`src/rtl/vec_pkg.sv`:
```
// rtl/vec_pkg.sv - shared widths, vector types and FSM states for the vector MEM sequencer
package vec_pkg;
    localparam int N      = 32;
    localparam int V      = 20;
    localparam int STRIDE = 4;
    localparam int LW     = $clog2(V);

    typedef logic [N-1:0]         word_t;
    typedef logic [V-1:0][N-1:0]  vec_t;
    typedef logic [LW-1:0]        lane_t;

    typedef enum logic [1:0] {IDLE, BUSY, DONE} state_t;
endpackage

```
`src/rtl/vec_lane_counter.sv`:
```
// rtl/vec_lane_counter.sv - lane index counter with clear, increment and last-lane flag
module vec_lane_counter
    import vec_pkg::*;
(
    input  logic  clk,
    input  logic  rst,
    input  logic  clr,
    input  logic  inc,
    output lane_t count,
    output logic  last_o
);
    always_ff @(posedge clk) begin
        if (rst || clr) begin
            count <= '0;
        end else if (inc) begin
            count <= count + 1'b1;
        end
    end

    assign last_o = (count == lane_t'(V - 1));
endmodule

```
`src/rtl/vec_mem_sequencer.sv`:
```
// rtl/vec_mem_sequencer.sv - serialises vector loads/stores over the 32-bit data port, one lane per cycle
module vec_mem_sequencer
    import vec_pkg::*;
(
    input  logic  CLK,
    input  logic  RST,
    input  logic  start_i,
    input  logic  we_i,
    input  word_t base_addr_i,
    input  vec_t  wdata_v_i,
    input  word_t mem_rdata_i,
    output word_t mem_addr_o,
    output word_t mem_wdata_o,
    output logic  mem_we_o,
    output logic  stall_o,
    output lane_t lane_o,
    output vec_t  rdata_v_o,
    output logic  done_o
);
    state_t state;
    word_t  base_lat;
    logic   we_lat;
    vec_t   wdata_lat;
    vec_t   lane_buf;
    lane_t  lane;
    logic   last;

    vec_lane_counter u_lane (
        .clk    (CLK),
        .rst    (RST),
        .clr    (state == IDLE && start_i),
        .inc    (state == BUSY && !last),
        .count  (lane),
        .last_o (last)
    );

    always_ff @(posedge CLK) begin
        if (RST) begin
            state     <= IDLE;
            base_lat  <= '0;
            we_lat    <= 1'b0;
            wdata_lat <= '0;
            lane_buf  <= '0;
        end else begin
            case (state)
                IDLE: begin
                    if (start_i) begin
                        base_lat  <= base_addr_i;
                        we_lat    <= we_i;
                        wdata_lat <= wdata_v_i;
                        state     <= BUSY;
                    end
                end
                BUSY: begin
                    if (!we_lat) begin
                        lane_buf[lane] <= mem_rdata_i;
                    end
                    if (last) begin
                        state <= DONE;
                    end
                end
                // start_i is deliberately not looked at here; a held request is taken next cycle in IDLE
                DONE:    state <= IDLE;
                default: state <= IDLE;
            endcase
        end
    end

    always_comb begin
        mem_addr_o  = '0;
        mem_wdata_o = '0;
        mem_we_o    = 1'b0;
        stall_o     = 1'b0;
        done_o      = 1'b0;
        case (state)
            IDLE: stall_o = start_i;
            BUSY: begin
                stall_o     = 1'b1;
                mem_addr_o  = base_lat + word_t'(lane) * word_t'(STRIDE);
                mem_we_o    = we_lat;
                mem_wdata_o = wdata_lat[lane];
            end
            DONE:    done_o = 1'b1;
            default: ;
        endcase
    end

    assign lane_o    = lane;
    assign rdata_v_o = lane_buf;
endmodule

```
`config.mk`:
```
export PLATFORM = sky130hd
export DESIGN_NAME = vec_mem_sequencer
export DESIGN_NICKNAME = d
export VERILOG_FILES = /design/src/rtl/vec_pkg.sv /design/src/rtl/vec_lane_counter.sv /design/src/rtl/vec_mem_sequencer.sv
export SDC_FILE = /design/constraint.sdc
export NUM_CORES = 2
export LEC_CHECK = 0
export ABC_CLOCK_PERIOD_IN_PS = 2650
export CAP_MARGIN = 20
export CORE_AREA = 2 2 561 563
export DETAILED_ROUTE_END_ITERATION = 7
export DIE_AREA = 0 0 563 565
export PLACE_DENSITY_LB_ADDON = 0.12
export SLEW_MARGIN = 10
export SYNTH_ARGS = -nofsm -noshare
export SYNTH_HDL_FRONTEND = slang
export SYNTH_HIERARCHICAL = 1
export SYNTH_SLANG_ARGS = --single-unit
```
`constraint.sdc`:
```
create_clock -name CLK -period 2.65 [get_ports CLK]
set_clock_uncertainty 0.05 [all_clocks]
set_input_delay 0.3975 -clock CLK [delete_from_list [all_inputs] [get_ports CLK]]
set_output_delay 0.3975 -clock CLK [all_outputs]
set_load 0.005 [all_outputs]
```
After elaboration in Yosys (flattened, before gate mapping)
Cells that the tools add are included.

storage, ports and cells
  output and inout bits = 712
  input port bits = 708
  word-level logic and storage cells = 76
  bits in registers = 1320

operators by class
  add/sub/neg operators = 2
  equality and inequality tests = 5
  bitwise logic cells = 1
  multiplexer cells = 13
  $lt $le $gt $ge = 2
  reduce and logical (&&, ||, !) cells = 9

operators by type and width
  cell                 count
  $bwmux 640           1
  $bmux 32 s5          1
  $demux 32 s5         1
  $mux 32              4
  $add 32x7->32        1
  $lt 5x6->1 const B   1
  $reduce_and 2->1     3
  $add 5x1->5 const B  1
  $eq 5x5->1 const B   1
  $ge 5x1->1 const B   1
  $mux 2               2
  $ne 2x2->1 const B   2
  $pmux 2 s2           1
  $logic_and 1x1->1    3
  $eq 2x1->1 const B   1
  $eq 2x2->1 const B   1
  $logic_not 2->1      1
  $mux 1               2
  $pmux 1 s2           1
  $logic_not 1->1      1
  $logic_or 1x1->1     1
  $not 1->1            1

Depth between registers and ports, before layout
  word-level depth = 5
  depth in mapped cells = 9
  depth with buffers taken out = 8

Modules after synthesis
The synthesis kept the hierarchy.

by module, submodules not included
  module             instances  area each (um^2)  cells each  sequential area each (um^2)
  vec_mem_sequencer  1          51202.9           6456        26325.2
  vec_lane_counter   1          249.0             24          100.1

Worst setup path before layout
Ideal clock, no wire load.

  path kind = register -> output
  from = register u_lane.count[1]
  to = output port mem_addr_o[26]
  data required time = 2.203 ns
  arrival = 2.107 ns
  path slack = 0.096 ns
  buffers on the path = 2
  stages on the path, launching flop included = 10
  cells stage by stage = dfxtp_1 -> buf_4 -> inv_2 -> fa_1 -> nor2b_1 -> o31a_1 -> clkbuf_1 -> o211ai_1 -> xor2_1 -> nor2_1

between the ends
  word-level cells in the longest chain between the ends = 2

RTL lines
  what                    RTL line                 RTL
  start, declared         vec_lane_counter.sv:9    output lane_t count,
  start signal, assigned  vec_lane_counter.sv:16   count <= count + 1'b1;
  $add 32x7->32           vec_mem_sequencer.sv:79  mem_addr_o = base_lat + word_t'(lane) * word_t'(STRIDE);
  $mux 32                 vec_mem_sequencer.sv:75  case (state)
  end, declared           vec_mem_sequencer.sv:12  output word_t mem_addr_o,

Every way passes these cells.

Worst setup path in the final report
  from = register u_lane.count[0]
  to = output port mem_wdata_o[22]

between the ends
  word-level cells in the longest chain between the ends = 3

RTL lines
  what                           RTL line                 RTL
  $bmux 32 s5                    vec_mem_sequencer.sv:81  mem_wdata_o = wdata_lat[lane];
  $mux 32 (not written as such)  vec_mem_sequencer.sv:81
  $mux 32                        vec_mem_sequencer.sv:75
  end, declared                  vec_mem_sequencer.sv:13  output word_t mem_wdata_o,

Every way passes these cells. The select of a mux whose other input is x is not followed.

==> impl_results.md <==
- Run status: complete, but fails checks
- Failing checks: setup timing
- Critical path launch point type: flip-flop
- Crit path DAT: 3.15 ns
- Syn Area/Cell: 7.94 sq um
- Final HPWL DP: 248000 um
- Routed WL: 326000 um
- DRC: 0
- CTS root buffer: clkbuf_16
- DR vias: 52300
- Crit path from: u_lane/count[0]
- TritonCTS Sinks: 1320
- Avg Vias per Cell: 4.20
- Area Overhead vs Synth: 59.2%
- Layout cells sized above 1: 13.3%
- Grt total ovfl: 0
- Std cell rows: 205
- Final clock period utilization by the worst path: 136%
- Worst hold path type: input port to flip-flop
- Synth warn: 6
- Port bufs: 1419
- Routability cong.: 0.849
- Fill count: 33800
- Fmax: 0.278 GHz
- Mapped Area: 51500 sq um
- Initial Util: 16.5%
- Post-synth EDFFs: 0
- GRT Overall Usage: 19.6%
- Setup violators final: 61
- Leading cell type in the layout, fill and taps excluded: nand2_1
- Post-Syn Nets: 7195
- Post-synth ARST share: 0%
- Crit Path Class: flip-flop to primary output
- R2r startpoint: u_lane/count[0]
- Synth cell types: 54
- Max-slew headroom: 35.5%
- Inserted Clock Buffers: 168
- Hold Vio Cnt, Final: 0
- Final Net Count: 8878
- Die Area: 318000 sq um
- Peak VDD IR: 0.000430 V
- Vert. Die Dim: 565 um
- PD cells: 613 nW/um^2
- Capturing element type of the critical path: primary output
- Commonest cells after routing, fill and taps aside: 2720 x nand2_1, 1317 x clkdlybuf4s50_1, 1315 x a21oi_1, 1313 x dfxtp_1, 281 x buf_4
- Worst Tran Pin Value: 0.968 ns
- Synthesized instance count: 6480
- Synth Flop Type: dfxtp_1
- Max_cap viols: 0
- Wire per inst: 26.2 um
- Minimum clock period: 3.60 ns
- H-tree Lvls: 4
- CTS Buffer Depth: 4
- R2r setup slk: 0.11 ns
- Clock Pin Slew Worst Setup and Hold Paths: 0.06 ns
- Reg2reg path depth: 10
- Sequential area share after synthesis: 51.4%
- Unrepaired setup endpoints after global routing: true
- Reg2reg end: u_lane/count[4]
- Setup WS post-layout: -0.952 ns
- Leak Pwr: 28.0 nW
- Worst endpoint required time: 2.20 ns
- Largest net degree at the start of global routing: 130
- DR pass1 iterations: 6
- Post-route ant nets: 0
- Worst setup path endpoint: mem_wdata_o[22]
- Utilization after layout: 26.3%
- Core area: 311000 sq um
- Total power: 50.2 mW
- Worst-path fanout max: 7
- Clock latency on the worst-skew pair: 0.86 ns
- DR iter-0 viols: 3543
- CTS tree: yes
- Seq cells post-synth: 1320
- Vias in the first global route: 50900
- Die X-Extent: 563 um
- Slew Viols, Final: 0
- IO Count: 1420
- Initial antenna violation count: 53
- First-pass GRT wire length: 436000 um
worst min path at each step:
stage | startpoint | to | slack (ns) | cells past startpoint
floorplan | base_lat[0] | base_lat[0] | 0.38 | 2
global placement | rdata_v_o[442] | rdata_v_o[442] | 0.39 | 2
CTS | wdata_v_i[27] | wdata_lat[27] | 0.00003 | 3
finish | wdata_v_i[90] | wdata_lat[90] | 0.08 | 3
global route | mem_rdata_i[3] | rdata_v_o[163] | 0.01 | 3
detailed placement | wdata_lat[213] | wdata_lat[213] | 0.40 | 2
worst max-delay path, stage by stage, from the launching register on:
cell	delay, ns
dfxtp_4	0.35
buf_12	0.13
buf_16	0.15
buf_16	0.14
buf_12	0.13
buf_8	0.11
mux4_2	0.50
a22oi_2	0.31
buf_4	0.19
a31oi_4	0.11
buf_2	0.15
cells in the mapped netlist (all sizes together) (3+ instances only):
master / n / area share (%)
mux4: 101 / 4.4
xnor2: 12 / 0.20
nor2: 55 / 0.62
nor2b: 7 / 0.085
buf: 165 / 1.8
a211oi: 6 / 0.097
nand3: 3 / 0.029
mux2i: 119 / 2.3
a31oi: 34 / 0.41
a22oi: 59 / 0.86
and4: 4 / 0.068
and2: 12 / 0.15
clkbuf: 397 / 2.9
or4: 4 / 0.088
o211ai: 8 / 0.12
dfxtp: 1320 / 51
ha: 6 / 0.15
o21ai: 3 / 0.029
nand2: 2745 / 20
nor4: 5 / 0.090
and3: 3 / 0.036
nor3b: 3 / 0.044
nand4: 35 / 0.44
xor2: 13 / 0.22
inv: 5 / 0.036
nor3: 4 / 0.049
o22ai: 5 / 0.061
a21oi: 1326 / 13
routing by layer:
layer / wire length (um) / part of all wire, % / track usage [%] / up-vias
li1: - / - / - / 24700
met1: 135000 / 41 / 23.8 / 25500
met2: 164000 / 50 / 35.4 / 1730
met3: 18300 / 5.6 / 3.62 / 344
met4: 8680 / 2.7 / 4.87 / 12
met5: 78 / 0.024 / 0 / -
logic make-up after synthesis:
group / synth area share, %
and+or+nand+nor: 21.8
AOI/OAI and AO/OA: 14.7
DFF: 51.4
buffers and inverters: 4.76
muxes: 6.78
xor gates and xnor gates: 0.426
adders and majority gates: 0.185
where the power goes:
part | internal (mW) | switching (mW) | total (mW)
Clock | 13.6 | 9.61 | 23.3
Sequential | 20.5 | 0.533 | 21.0
Combinational | 2.64 | 3.25 | 5.89
sequential cells by signal, summed over array words and instances, names as in the netlist:
register	flops
u_lane/count	5
we_lat	1
rdata_v_o	640
state	2
wdata_lat	640
base_lat	32
cell type report:
class | instances | area, sq um | share of cell area (%)
sequential | 1320 | 26400 | 32.3
multi-input combinational | 4593 | 23500 | 28.7
timing repair buffer | 2075 | 21200 | 25.9
tap | 4140 | 5180 | 6.32
clock buffer | 258 | 4970 | 6.07
clock inverter | 36 | 515 | 0.629
antenna | 21 | 52.6 | 0.0641
inverter | 5 | 28.8 | 0.0351
stage by stage:
step	worst slack, ns	hold WS [ns]	std cells	TNS [ns]	area (sq um)
2_1_floorplan	0.0958	0.382	6480	0	51500
3_3_place_gp	-0.741	0.391	11900	-16.71	72700
3_5_place_dp	-0.742	0.395	11900	-17.72	72700
4_1_cts	-1.11	0.0000346	12400	-54.24	81600
5_1_grt	-1.06	0.0145	12400	-50.42	81900
6_report	-0.952	0.0787	12400	-42.18	81900
what timing repair did:
item	CTS	global route
buffers inserted	80	33
pin swaps	120	105
gates cloned	11	1
endpoints found under the hold margin	333	0
resized for setup	434	120
setup endpoints to repair	72	84
hold buffers	168	0
Power figures use the tool's default switching activity.
